<file path="src/rtl/scandoubler_rotate_arb_if.sv">
// Bus bundle for the rotation scandoubler SDRAM scheduler: video-in write
// stream, video-out read stream and the single 8-word-burst memory port.
interface scandoubler_rotate_arb_if #(
  parameter int HCNT_WIDTH = 10,
  parameter int ADDR_WIDTH = 22
);
  logic                  vidin_req;
  logic [1:0]            vidin_frame;
  logic [HCNT_WIDTH-1:0] vidin_x;
  logic [HCNT_WIDTH-1:0] vidin_y;
  logic [15:0]           vidin_d;
  logic                  vidin_ack;

  logic                  vidout_req;
  logic [1:0]            vidout_frame;
  logic [HCNT_WIDTH-1:0] vidout_x;
  logic [HCNT_WIDTH-1:0] vidout_y;
  logic [15:0]           vidout_d;
  logic                  vidout_ack;

  logic                  mem_req;
  logic                  mem_we;
  logic [ADDR_WIDTH-1:0] mem_addr;
  logic [15:0]           mem_wdata;
  logic                  mem_ack;
  logic [15:0]           mem_rdata;
  logic                  mem_rvalid;
  logic                  burst_err;

  // master: the scheduler, which owns the memory port
  modport master (
    input  vidin_req, vidin_frame, vidin_x, vidin_y, vidin_d,
    output vidin_ack,
    input  vidout_req, vidout_frame, vidout_x, vidout_y,
    output vidout_d, vidout_ack,
    output mem_req, mem_we, mem_addr, mem_wdata, burst_err,
    input  mem_ack, mem_rdata, mem_rvalid
  );

  modport slave (
    output vidin_req, vidin_frame, vidin_x, vidin_y, vidin_d,
    input  vidin_ack,
    output vidout_req, vidout_frame, vidout_x, vidout_y,
    input  vidout_d, vidout_ack,
    input  mem_req, mem_we, mem_addr, mem_wdata, burst_err,
    output mem_ack, mem_rdata, mem_rvalid
  );
endinterface

</file>
<file path="src/rtl/scandoubler_rotate_arb.sv">
// Single-port SDRAM burst scheduler for the rotation scandoubler (read-favoured,
// starvation-bounded). Optional stall watchdog: define ROTATE_ARB_TIMEOUT_EN.
module scandoubler_rotate_arb #(
  parameter int HCNT_WIDTH   = 10,
  parameter int ADDR_WIDTH   = 22,
  parameter int STARVE_LIMIT = 3,
  parameter int TIMEOUT      = 255
) (
  input logic                      clk_sys,
  input logic                      reset,
  scandoubler_rotate_arb_if.master bus
);
  localparam logic [1:0] S_IDLE = 2'd0;
  localparam logic [1:0] S_WR   = 2'd1;
  localparam logic [1:0] S_RD   = 2'd2;
  localparam logic [1:0] S_GAP  = 2'd3;

  localparam int              SW         = (STARVE_LIMIT < 1) ? 1 : $clog2(STARVE_LIMIT + 1);
  localparam logic [SW-1:0]   STARVE_MAX = SW'(STARVE_LIMIT);
  localparam int              BW         = 2 + 2 * HCNT_WIDTH;

  logic [1:0]            state;
  logic [2:0]            word_cnt;
  logic [SW-1:0]         starve_cnt;
  logic                  mem_req_q;
  logic                  mem_we_q;
  logic [ADDR_WIDTH-1:0] mem_addr_q;
  logic                  vidout_ack_q;
  logic [15:0]           vidout_d_q;

  logic                  grant_wr, grant_rd;
  logic                  busy, hs, abort;
  logic [ADDR_WIDTH-1:0] wr_addr, rd_addr;

  // Bursts are 8-word aligned, so the low x bits never reach the address.
  logic unused_xlo;
  assign unused_xlo = ^{bus.vidin_x[2:0], bus.vidout_x[2:0]};

  always_comb begin
    wr_addr = '0;
    rd_addr = '0;
    wr_addr[BW-1:0] = {bus.vidin_frame,  bus.vidin_y,  bus.vidin_x[HCNT_WIDTH-1:3],  3'b000};
    rd_addr[BW-1:0] = {bus.vidout_frame, bus.vidout_y, bus.vidout_x[HCNT_WIDTH-1:3], 3'b000};
  end

  // Read wins unless the writer has already lost STARVE_LIMIT grants in a row.
  always_comb begin
    grant_wr = 1'b0;
    grant_rd = 1'b0;
    if (state == S_IDLE) begin
      if (bus.vidout_req && !(bus.vidin_req && starve_cnt == STARVE_MAX))
        grant_rd = 1'b1;
      else if (bus.vidin_req)
        grant_wr = 1'b1;
    end
  end

  assign busy = (state == S_WR) || (state == S_RD);
  assign hs   = ((state == S_WR) && bus.mem_ack) || ((state == S_RD) && bus.mem_rvalid);

  always_ff @(posedge clk_sys or posedge reset) begin
    if (reset) begin
      state        <= S_IDLE;
      word_cnt     <= '0;
      starve_cnt   <= '0;
      mem_req_q    <= 1'b0;
      mem_we_q     <= 1'b0;
      mem_addr_q   <= '0;
      vidout_ack_q <= 1'b0;
      vidout_d_q   <= '0;
    end else begin
      vidout_ack_q <= (state == S_RD) && bus.mem_rvalid;
      if ((state == S_RD) && bus.mem_rvalid)
        vidout_d_q <= bus.mem_rdata;

      case (state)
        S_IDLE: begin
          word_cnt <= '0;
          if (grant_rd) begin
            state      <= S_RD;
            mem_req_q  <= 1'b1;
            mem_we_q   <= 1'b0;
            mem_addr_q <= rd_addr;
            if (bus.vidin_req && starve_cnt != STARVE_MAX)
              starve_cnt <= starve_cnt + 1'b1;
          end else if (grant_wr) begin
            state      <= S_WR;
            mem_req_q  <= 1'b1;
            mem_we_q   <= 1'b1;
            mem_addr_q <= wr_addr;
            starve_cnt <= '0;
          end
        end
        S_WR: begin
          if (bus.mem_ack) begin
            word_cnt <= word_cnt + 3'd1;
            if (word_cnt == 3'd7) begin
              mem_req_q <= 1'b0;
              state     <= S_GAP;
            end
          end
        end
        S_RD: begin
          // The controller latches the request once data starts flowing.
          if (bus.mem_rvalid) begin
            word_cnt  <= word_cnt + 3'd1;
            mem_req_q <= 1'b0;
            if (word_cnt == 3'd7)
              state <= S_GAP;
          end
        end
        default: state <= S_IDLE;
      endcase

      if (abort) begin
        state     <= S_GAP;
        mem_req_q <= 1'b0;
        word_cnt  <= '0;
      end
    end
  end

`ifdef ROTATE_ARB_TIMEOUT_EN
  localparam logic [7:0] TO_LAST = 8'(TIMEOUT - 1);

  logic [7:0] idle_cnt;
  logic       err_q;

  // Abort on the TIMEOUT-th consecutive cycle without a handshake.
  assign abort = busy && !hs && (idle_cnt == TO_LAST);

  always_ff @(posedge clk_sys or posedge reset) begin
    if (reset) begin
      idle_cnt <= '0;
      err_q    <= 1'b0;
    end else if (!busy || hs) begin
      idle_cnt <= '0;
    end else if (abort) begin
      idle_cnt <= '0;
      err_q    <= 1'b1;
    end else begin
      idle_cnt <= idle_cnt + 8'd1;
    end
  end

  assign bus.burst_err = err_q;
`else
  localparam int unused_timeout = TIMEOUT;
  logic unused_busy;
  assign unused_busy   = busy ^ hs;
  assign abort         = 1'b0;
  assign bus.burst_err = 1'b0;
`endif

  assign bus.mem_req    = mem_req_q;
  assign bus.mem_we     = mem_we_q;
  assign bus.mem_addr   = mem_addr_q;
  assign bus.mem_wdata  = bus.vidin_d;
  assign bus.vidin_ack  = (state == S_WR) && bus.mem_ack;
  assign bus.vidout_ack = vidout_ack_q;
  assign bus.vidout_d   = vidout_d_q;
endmodule

</file>
<file path="src/flat_wrapper.sv">
// flat-port wrapper written by rule: the top's interface ports become plain ports
module scandoubler_rotate_arb_flat 
#(
  parameter int HCNT_WIDTH   = 10,
  parameter int ADDR_WIDTH   = 22,
  parameter int STARVE_LIMIT = 3,
  parameter int TIMEOUT      = 255
)
  (clk_sys, reset, bus_vidin_req, bus_vidin_frame, bus_vidin_x, bus_vidin_y, bus_vidin_d, bus_vidin_ack, bus_vidout_req, bus_vidout_frame, bus_vidout_x, bus_vidout_y, bus_vidout_d, bus_vidout_ack, bus_mem_req, bus_mem_we, bus_mem_addr, bus_mem_wdata, bus_burst_err, bus_mem_ack, bus_mem_rdata, bus_mem_rvalid);
  scandoubler_rotate_arb_if #(.HCNT_WIDTH(HCNT_WIDTH), .ADDR_WIDTH(ADDR_WIDTH)) bus_i ();
  input logic clk_sys;
  input logic reset;
  input wire logic [$bits(bus_i.vidin_req)-1:0] bus_vidin_req;
  input wire logic [$bits(bus_i.vidin_frame)-1:0] bus_vidin_frame;
  input wire logic [$bits(bus_i.vidin_x)-1:0] bus_vidin_x;
  input wire logic [$bits(bus_i.vidin_y)-1:0] bus_vidin_y;
  input wire logic [$bits(bus_i.vidin_d)-1:0] bus_vidin_d;
  output wire logic [$bits(bus_i.vidin_ack)-1:0] bus_vidin_ack;
  input wire logic [$bits(bus_i.vidout_req)-1:0] bus_vidout_req;
  input wire logic [$bits(bus_i.vidout_frame)-1:0] bus_vidout_frame;
  input wire logic [$bits(bus_i.vidout_x)-1:0] bus_vidout_x;
  input wire logic [$bits(bus_i.vidout_y)-1:0] bus_vidout_y;
  output wire logic [$bits(bus_i.vidout_d)-1:0] bus_vidout_d;
  output wire logic [$bits(bus_i.vidout_ack)-1:0] bus_vidout_ack;
  output wire logic [$bits(bus_i.mem_req)-1:0] bus_mem_req;
  output wire logic [$bits(bus_i.mem_we)-1:0] bus_mem_we;
  output wire logic [$bits(bus_i.mem_addr)-1:0] bus_mem_addr;
  output wire logic [$bits(bus_i.mem_wdata)-1:0] bus_mem_wdata;
  output wire logic [$bits(bus_i.burst_err)-1:0] bus_burst_err;
  input wire logic [$bits(bus_i.mem_ack)-1:0] bus_mem_ack;
  input wire logic [$bits(bus_i.mem_rdata)-1:0] bus_mem_rdata;
  input wire logic [$bits(bus_i.mem_rvalid)-1:0] bus_mem_rvalid;
  assign bus_i.vidin_req = bus_vidin_req;
  assign bus_i.vidin_frame = bus_vidin_frame;
  assign bus_i.vidin_x = bus_vidin_x;
  assign bus_i.vidin_y = bus_vidin_y;
  assign bus_i.vidin_d = bus_vidin_d;
  assign bus_vidin_ack = bus_i.vidin_ack;
  assign bus_i.vidout_req = bus_vidout_req;
  assign bus_i.vidout_frame = bus_vidout_frame;
  assign bus_i.vidout_x = bus_vidout_x;
  assign bus_i.vidout_y = bus_vidout_y;
  assign bus_vidout_d = bus_i.vidout_d;
  assign bus_vidout_ack = bus_i.vidout_ack;
  assign bus_mem_req = bus_i.mem_req;
  assign bus_mem_we = bus_i.mem_we;
  assign bus_mem_addr = bus_i.mem_addr;
  assign bus_mem_wdata = bus_i.mem_wdata;
  assign bus_burst_err = bus_i.burst_err;
  assign bus_i.mem_ack = bus_mem_ack;
  assign bus_i.mem_rdata = bus_mem_rdata;
  assign bus_i.mem_rvalid = bus_mem_rvalid;
  scandoubler_rotate_arb #(.HCNT_WIDTH(HCNT_WIDTH), .ADDR_WIDTH(ADDR_WIDTH), .STARVE_LIMIT(STARVE_LIMIT), .TIMEOUT(TIMEOUT)) u_core (.clk_sys(clk_sys), .reset(reset), .bus(bus_i));
endmodule
</file>
<file path="config.mk">
export PLATFORM = sky130hd
export DESIGN_NAME = scandoubler_rotate_arb_flat
export DESIGN_NICKNAME = d
export VERILOG_FILES = /design/src/rtl/scandoubler_rotate_arb_if.sv /design/src/rtl/scandoubler_rotate_arb.sv /design/src/flat_wrapper.sv
export SDC_FILE = /design/constraint.sdc
export NUM_CORES = 1
export LEC_CHECK = 0
export CORE_UTILIZATION = 36
export CTS_CLUSTER_DIAMETER = 100
export CTS_CLUSTER_SIZE = 20
export DETAILED_ROUTE_END_ITERATION = 10
export GPL_TIMING_DRIVEN = 0
export PLACE_DENSITY = 0.81
export REMOVE_ABC_BUFFERS = 1
export SYNTH_ARGS = -nofsm -noshare
export SYNTH_HDL_FRONTEND = slang
export SYNTH_SLANG_ARGS = --single-unit
</file>
<file path="constraint.sdc">
create_clock -name clk_sys -period 2 [get_ports clk_sys]
set_clock_uncertainty 0.05 [all_clocks]
set_input_delay 0.4 -clock clk_sys [delete_from_list [all_inputs] [get_ports clk_sys]]
set_output_delay 0.4 -clock clk_sys [all_outputs]
set_load 0.02 [all_outputs]
</file>
# After elaboration in Yosys (flattened, before gate mapping)
# Index checks and enable logic that the tools add are counted.
# word_totals
regBits	48
in_bits	82
elab_cells	60
output_inout_bits	59
# classes
n_mux	26
n_reduce_logical	14
n_eq_ne	10
addsub	2
# ops
cell	count
$mux W22	2
$mux W2	8
$mux W1	11
$ne A2 B2 Y1 const B	5
$pmux W3 S3	1
$reduce_and A3 Y1	3
$mux W3	2
$pmux W2 S3	1
$logic_and A1 B1 Y1	5
$reduce_and A5 Y1	1
$eq A2 B2 Y1 const B	2
$add A3 B1 Y3 const B	1
$eq A3 B3 Y1 const B	1
$ne A3 B1 Y1 const B	1
$pmux W1 S3	1
$reduce_bool A3 Y1	1
$add A2 B1 Y2 const B	1
$eq A2 B1 Y1 const B	1
$logic_not A2 Y1	1
$reduce_and A2 Y1	1
$reduce_bool A2 Y1	1
$logic_not A1 Y1	1

# Logic depth before layout (Yosys ltp)
# Gate-level depths: netlist of run 1.
# logic_depth
word_depth	9
mapped_depth	7
ltp_nobuf	6

# Least setup slack after synthesis of run 1
# Ideal clock, no wire load.
# synth_timing
path_type	register -> register
start	reg u_core.state[0]
end	reg u_core.state[0]
required_time_ps	1822
setup_slack_ps	304
n_path_buf	0
path_stages_with_launch	6
setup_ps	128
synth_period_minus_slack_ps	1696
t_arrival_ps	1518
path_cell_list	dfrtp_1 > inv_1 > ha_1 > a222oi_1 > a21boi_2 > mux2_1
# synth_via
elab_chain_len	4
elab_cells_between_ends	14
classes_between	eq/ne: 5; mux: 7; reduce/logical: 2
# synth_lines
item	line_no	text
start: declaration	scandoubler_rotate_arb.sv:22	logic [1:0] state;
start signal: assignment	scandoubler_rotate_arb.sv:63	state <= S_IDLE;
start signal: assignment	scandoubler_rotate_arb.sv:80	state <= S_RD;
start signal: assignment	scandoubler_rotate_arb.sv:87	state <= S_WR;
$logic_not A2 Y1	scandoubler_rotate_arb.sv:50, scandoubler_rotate_arb.sv:76	
$mux W1	scandoubler_rotate_arb.sv:50	if (state == S_IDLE) begin
$ne A3 B1 Y1 (no source line) / $mux W2 (equally long branches)	-	
$reduce_and A3 Y1 (no source line) / $pmux W2 S3 (equally long branches)	-	
# Parallel ways exist; a longest one is shown, timed or not. The select of a mux whose other input is x is not followed.
# A chain may end at the register's enable or synchronous reset.

# Final worst setup path of run 1
# layout_timing
start	reg u_core.state[1]
end	out bus_vidin_ack
# layout_via
elab_chain_len	2
# layout_lines
item	line_no	text
$eq A2 B1 Y1	-	
$logic_and A1 B1 Y1	-	
end: declaration	flat_wrapper.sv:18	output wire logic [$bits(bus_i.vidin_ack)-1:0] bus_vidin_ack;
# No other way between the ends.

==> impl_metrics.ini, run 1 <==
[cells_and_area]
layout_commonest_cell = clkdlybuf4s50_1
finalInstanceArea_um2 = 3178
syn2layout_area_growth_pct = 50.47
n_antenna_cell = 0
final_util = 0.5701
fin_nets = 368
layout-drive-gt1-share = 0.1107
final_cell_mix = clkdlybuf4s50_1 (97), dfrtp_1 (45), nand2_1 (24)

[clocking]
clk-insertion-delay-late_ns = 0.29
cts_hold_buffers = 0
path_clk_slew_ns = 0.08
cts_buffers = 5
post_cts_buffers = 0
cts_max_level = 2
clock_sinks = 45
cts_tree = yes
cts-root-buf = clkbuf_8
cts_buffer_depth = 2

[global_route]
grt_max_degree = 29
grt_pass1_vias = 1748
overflow = 0
grt.total_usage = 0.1805
antenna_found_initial = 0
grt_pass1_wl_um = 8493

[detailed_routing]
drtAntennaViolNets = 0
drc_errors = 0
wl_per_cell_um = 15.48
dr.pass1.iters = 4
totalWireLength_um = 5449
dr_total_vias = 1722
vias_per_cell = 4.892
drt_iter0_markers = 90

[place]
hpwl_um = 4051
place_congestion = 0.7689
placed_cell_area_um2 = 3039
io_buffers = 98

[setup_path]
crit_arrival_ns = 1.46
cp_slowest_cell = dfrtp_1
worstPathMaxFanout = 4
required_ns = 1.55
crit_buf_inv = 2
crit_family = buffers and inverters
cp-end-kind = output port
path_cells = inv_1 -> ha_1 -> and2_1 -> clkdlybuf4s15_1
start_kind = flop
max_stage_delay_ns = 0.40
path_class = reg2out

[sta]
setup_tns_ns = 0
clock.fmax_mhz = 522.3
maxSlewHeadroom = 0.5195
fin_crit_ns = 1.915
setup_viol = 0
drv_slew = 0
rsz0062_at_grt = no
tightest_slew_ns = 0.7190
finalCritPeriodShare = 0.9574
hold_viol_final = 0

[pwr]
p_per_area_nw_per_um2 = 1503
p_leak_nw = 1.377
vdd_drop_max_mv = 0.6280

[yosys]
netlist_top_cells_area = dfrtp_1 (53%), mux2_2 (8.5%), buf_4 (7.5%)
netlist_instances = 197
netlist.area_leader.share = 0.5332
yosysUniqueCellTypes = 26
ys_ff_latch = 45
yosysWarnings = 0
yosysSeqAreaShare = 0.5332
netlist_area_um2 = 2112
syn_area_per_cell_um2 = 10.72
yosysTopAreaCell = dfrtp_1

[run_status]
outcome = completed

[floorplanning]
core_um2 = 5574
dieArea_um2 = 6177
ios = 141
row_count = 27
initial_utilization = 0.3789
die_x_um = 78.60
die_h_um = 78.60

[min_path]
hold_class = in2async

[run]
max-cap-violations = 0
==> flip-flops by register name (all words and copies together) (netlist names) <==
signal and count:
u_core.bus.mem_we 1, u_core.bus.mem_req 1, u_core.state 2, u_core.word_cnt 3, u_core.bus.vidout_ack 1, u_core.bus.vidout_d 16, u_core.bus.mem_addr 19, u_core.starve_cnt 2
==> path summary, 6_finish.rpt <==
| check | depth (start not counted) | end | slack, ns | start |
|---|---|---|---|---|
| max reg2reg | 5 | u_core.state[0] | 0.09 | u_core.state[0] |
| min in group clk_sys | 2 | u_core.bus.mem_addr[19] | 0.43 | u_core.bus.mem_addr[19] |
| max in group asynchronous | 3 | u_core.word_cnt[2] | 1.05 | reset |
| min reg2reg | 2 | u_core.bus.mem_addr[19] | 0.43 | u_core.bus.mem_addr[19] |
| max | 4 | bus_vidin_ack | 0.09 | u_core.state[1] |
| min | 2 | u_core.bus.vidout_d[13] | 0.36 | reset |
==> layer usage <==
layer	routed length (um)	vias to the layer above	global-route usage
li1	-	820	-
met1	2261	803	0.2056
met2	2448	83	0.2887
met3	571	14	0.09070
met4	110	2	0.05185
met5	57	-	0.07273
==> cells in the mapped netlist, drive strengths merged <==
cell type,count
conb,1
a21boi,1
mux2,17
o21ai,23
nor3,1
inv,12
dfrtp,45
o22ai,19
a21bo,1
clkbuf,3
nand3,3
o21bai,1
buf,26
a222oi,1
ha,7
nand2,24
and2,1
a21oi,3
mux2i,3
a21o,1
nor2,3
a221oi,1
==> logic make-up (layout without fill, tap and decap cells) <==
kind of cell / count (synthesis) / in the layout / synth area share
buffers and inverters: 41 / 120 / 0.1131
AO/OA/AOI/OAI: 51 / 51 / 0.1440
AND/OR/NAND/NOR: 32 / 33 / 0.06161
adder cells (fa/ha/maj): 7 / 7 / 0.04147
flip-flops: 45 / 45 / 0.5332
multiplexers: 20 / 20 / 0.1049
other: 1 / 4 / 0.001776
==> metrics by stage <==
step	setup WS, ns	hold slack, ns	cells	total power, W
6_report	0.08529	0.3596	352	0.004776
5_1_grt	0.001647	0.4056	352	0.005116
4_1_cts	0.05493	0.3664	351	0.004805
3_5_place_dp	-0.6624	0.4188	343	0.004088
3_3_place_gp	-2.188	0.4124	341	0.003968
2_1_floorplan	-0.7437	0.4035	171	0.002937
==> cell type report <==
| type | instances | area, um^2 |
|---|---|---|
| multi-input combinational | 115 | 784.5 |
| sequential | 45 | 1126 |
| inverter | 12 | 45.04 |
| fill | 492 | 2396 |
| clock buffer | 7 | 86.33 |
| clock inverter | 1 | 30.03 |
| timing repair buffer | 100 | 1016 |
| tap | 72 | 90.09 |
==> report_power, final <==
group | switching, W | internal, W | total, W
Clock | 0.000297 | 0.000407 | 0.000705
Sequential | 0.000216 | 0.00135 | 0.00156
Combinational | 0.00128 | 0.00123 | 0.00251
==> timing repair <==
action | in CTS | in global routing
pin swaps | 0 | 1
cloned | 0 | 1
gates resized for setup | 3 | 2
setup endpoints to repair | 22 | 15
Note: power is estimated with default switching activity, not from simulation.
==> run 2, diff against run 1 <==
Settings changed: CORE_UTILIZATION 36 to 30, PLACE_DENSITY 0.81 to 0.69.
==> impl_metrics.ini, run 2 (synthesis results as in run 1) <==
[cells_and_area]
regArea_um2 = 1126
multi_input_area_um2 = 780.7
finalInstanceArea_um2 = 3198
n_antenna_cell = 0
syn2layout_area_growth_pct = 51.42
fillers = 652
final_cell_mix = clkdlybuf4s50_1 (97), dfrtp_1 (45), nand2_1 (24)
fin_nets = 368
layout-drive-gt1-share = 0.1214
layout_commonest_cell = clkdlybuf4s50_1
largest_reg_flops = 19

[place]
hpwl_um = 3982
io_buffers = 98
pre_cts_slack_ns = -0.6747
placed_cell_area_um2 = 3069
place_congestion = 0.8037

[global_route]
grt.total_usage = 0.1514
antenna_found_initial = 0
grt_pass1_vias = 1729
grt_pass1_wl_um = 8500
overflow = 0
grt_max_degree = 34

[sta]
finalCritPeriodShare = 0.9357
layout_setup_ws_ns = 0.1286
rsz0062_at_grt = no
tightest_slew_ns = 0.7175
maxSlewHeadroom = 0.5205
setup_viol = 0
clock.fmax_mhz = 534.4
hold_viol_final = 0
whs_ns = 0.3294
setup_tns_ns = 0
fin_crit_ns = 1.871
drv_slew = 0

[min_path]
hold_class = in2async

[clocking]
clk-insertion-delay-late_ns = 0.29
cts-root-buf = clkbuf_8
cts_buffers = 5
cts_max_level = 2
cts_hold_buffers = 0
clock_sinks = 45
cts_tree = yes
path_clk_slew_ns = 0.09
cts_buffer_depth = 2

[floorplanning]
die_h_um = 85.91
die_x_um = 85.91
ios = 141
initial_utilization = 0.3109
core_um2 = 6794
dieArea_um2 = 7380
row_count = 30

[pwr]
power_w = 0.004739
vdd_drop_max_mv = 0.7291
p_leak_nw = 1.369
p_per_area_nw_per_um2 = 1482

[detailed_routing]
drt_iter0_markers = 51
dr_total_vias = 1695
dr.pass1.iters = 4
wl_per_cell_um = 14.31
wl_met2_um = 2400
maxUsedRoutingLayer = met5
totalWireLength_um = 5382
wl_met1_um = 2322
vias_per_cell = 4.508
drtAntennaViolNets = 0
wl_met3_um = 567
drc_errors = 0

[setup_path]
start_kind = flop
path_class = reg2reg
crit_arrival_ns = 2.00
cp-end-kind = flop
required_ns = 2.13
worstPathMaxFanout = 6

[run_status]
outcome = completed

[run]
max-cap-violations = 0
## run 2: critical path: stages (launching register included)
cell and delay (ns):
dfrtp_1 0.41, inv_1 0.09, ha_1 0.28, a222oi_1 0.32, a21boi_2 0.27, mux2_1 0.33
## run 2: final timing paths
kind / end / slack [ns] / startpoint / cells after the start
setup reg to reg: u_core.state[0] / 0.13 / u_core.state[0] / 5
max in group asynchronous: u_core.bus.mem_addr[8] / 1.10 / reset / 3
hold / removal: u_core.bus.vidout_d[15] / 0.33 / reset / 2
setup / recovery: u_core.state[0] / 0.13 / u_core.state[0] / 5
min in group clk_sys: u_core.bus.mem_addr[12] / 0.43 / u_core.bus.mem_addr[12] / 2
hold reg to reg: u_core.bus.mem_addr[12] / 0.43 / u_core.bus.mem_addr[12] / 2
## run 2: area by class of cell
type / instances / area share
flip-flops and latches: 45 / 0.3521
repair buffers: 100 / 0.3161
multi-input cells: 115 / 0.2441
well taps: 96 / 0.03756
clock buffers: 5 / 0.02152
clock inverters: 3 / 0.01448
inverters: 12 / 0.01408
## run 2: metrics by stage
stage	utilization	cells
floorplan	-	171
global placement	0.4460	365
detailed placement	0.4518	367
CTS	0.4709	376
global route	0.4707	376
finish	0.4707	376
## run 2: repair_timing
item / in CTS / in global routing
pin swaps: 1 / 1
setup endpoints to repair: 22 / 2
resized for setup: 3 / 3
gates cloned: 1 / 0
setup buffers: 0 / 0
## run 2: report_power, final
group          leakage (nW)  switching, W  internal, W  total, W
combinational         0.761       0.00127      0.00123   0.00249
sequential            0.554      0.000214      0.00135   0.00156
clock                0.0543      0.000311     0.000374  0.000685
## run 2: routing by layer
layer | vias to the layer above | GRT usage
met3 | 6 | 0.08373
met2 | 77 | 0.2309
met1 | 788 | 0.1818
met5 | - | 0.05594
met4 | 2 | 0.03636
li1 | 822 | -
==> run 3, diff against run 2 <==
Settings changed: CORE_MARGIN from default to 3.
==> impl_metrics.ini, run 3 (synthesis results as in run 1) <==
[cells_and_area]
multi_input_area_um2 = 775.7
final_cell_mix = clkdlybuf4s50_1 (97), dfrtp_1 (45), nand2_1 (24)
largest_reg_flops = 19
n_antenna_cell = 0
fillers = 610
fin_nets = 367
regArea_um2 = 1126
layout-drive-gt1-share = 0.1147
layout_commonest_cell = clkdlybuf4s50_1
syn2layout_area_growth_pct = 50.06
final_util = 0.4826
instances_no_fill = 372

[pwr]
p_per_area_nw_per_um2 = 1453
power_w = 0.004604
p_leak_nw = 1.365
vdd_drop_max_mv = 0.6314

[clocking]
clock_sinks = 45
cts_buffers = 5
path_clk_slew_ns = 0.08
post_cts_buffers = 0
cts_max_level = 2
cts_buffer_depth = 2
cts_hold_buffers = 0
cts-root-buf = clkbuf_8
clk-insertion-delay-late_ns = 0.28
cts_tree = yes

[detailed_routing]
totalWireLength_um = 5340
dr.pass1.iters = 4
wl_per_cell_um = 14.35
dr_total_vias = 1702
vias_per_cell = 4.575
drc_errors = 0
drt_iter0_markers = 59
drtAntennaViolNets = 0

[setup_path]
ff2ff_setup_slack_ns = 0.15
worstPathMaxFanout = 23
startpoint = bus_vidout_req
start_kind = input port
cp-end-kind = flop
required_ns = 2.16
crit_arrival_ns = 2.03
path_class = in2reg
r2r-start = u_core.state[0]

[place]
io_buffers = 98
pre_cts_slack_ns = -0.6462
place_congestion = 0.7793
dp_cells = 364
hpwl_um = 4044

[global_route]
grt_pass1_wl_um = 8721
overflow = 0
grt.total_usage = 0.1334
antenna_found_initial = 0
grt_max_degree = 29
grt_pass1_vias = 1712

[sta]
finalCritPeriodShare = 0.9369
fin_crit_ns = 1.874
tightest_slew_ns = 0.7228
setup_viol = 0
maxSlewHeadroom = 0.5170
drv_slew = 0
clock.fmax_mhz = 533.7
hold_viol_final = 0
rsz0062_at_grt = yes
whs_ns = 0.3674
layout_setup_ws_ns = 0.1262

[run]
max-cap-violations = 0

[floorplanning]
die_x_um = 89.91
core_um2 = 6568
initial_utilization = 0.3216
dieArea_um2 = 8083
row_count = 29
ios = 141
die_h_um = 89.91

[run_status]
outcome = completed

[min_path]
hold_class = in2async
[run 3: power by group]
| part | switching, W | internal (W) | total, W |
|---|---|---|---|
| Sequential | 0.000213 | 0.00135 | 0.00156 |
| Clock | 0.000290 | 0.000242 | 0.000532 |
| Combinational | 0.00126 | 0.00125 | 0.00251 |
| Total | 0.00176 | 0.00284 | 0.00460 |
[run 3: through the flow]
| step | area, um^2 | setup TNS, ns |
|---|---|---|
| 3_3_place_gp | 3027 | -67.11 |
| 3_5_place_dp | 3078 | -12.58 |
| 2_1_floorplan | 1929 | -14.46 |
| 6_report | 3169 | 0 |
| 4_1_cts | 3171 | 0 |
| 5_1_grt | 3169 | -0.0001019 |
[run 3: routing by layer]
layer,part of all wire,GRT usage
met5,0.0064,0.03205
met4,0.0094,0.04592
met3,0.099,0.06344
met2,0.46,0.2005
met1,0.42,0.1659
[run 3: final timing paths]
kind | endpoint | cells after the start
max | u_core.bus.mem_addr[6] | 5
min | u_core.bus.vidout_d[3] | 2
max reg2reg | u_core.state[0] | 5
min reg2reg | u_core.bus.mem_addr[10] | 2
max in group asynchronous | u_core.bus.mem_addr[18] | 3
min in group clk_sys | u_core.bus.mem_addr[10] | 2
[run 3: layout make-up]
type,count,share of cell area
timing repair buffer,100,0.3229
clock inverter,2,0.003158
clock buffer,6,0.02290
sequential,45,0.3553
inverter,12,0.01421
tap,93,0.03672
multi-input combinational,114,0.2448
[run 3: what timing repair did]
| action | 4_1_cts | 5_1_grt |
|---|---|---|
| setup endpoints to repair | 22 | 9 |
| gates resized for setup | 3 | 3 |
| cloned | 0 | 0 |
| pin swaps | 0 | 0 |
[run 3: critical path, stage by stage]
cell	delay [ns]
clkdlybuf4s50_1	0.53
a21bo_4	0.34
nor2_4	0.40
o22ai_1	0.17
o21ai_0	0.17
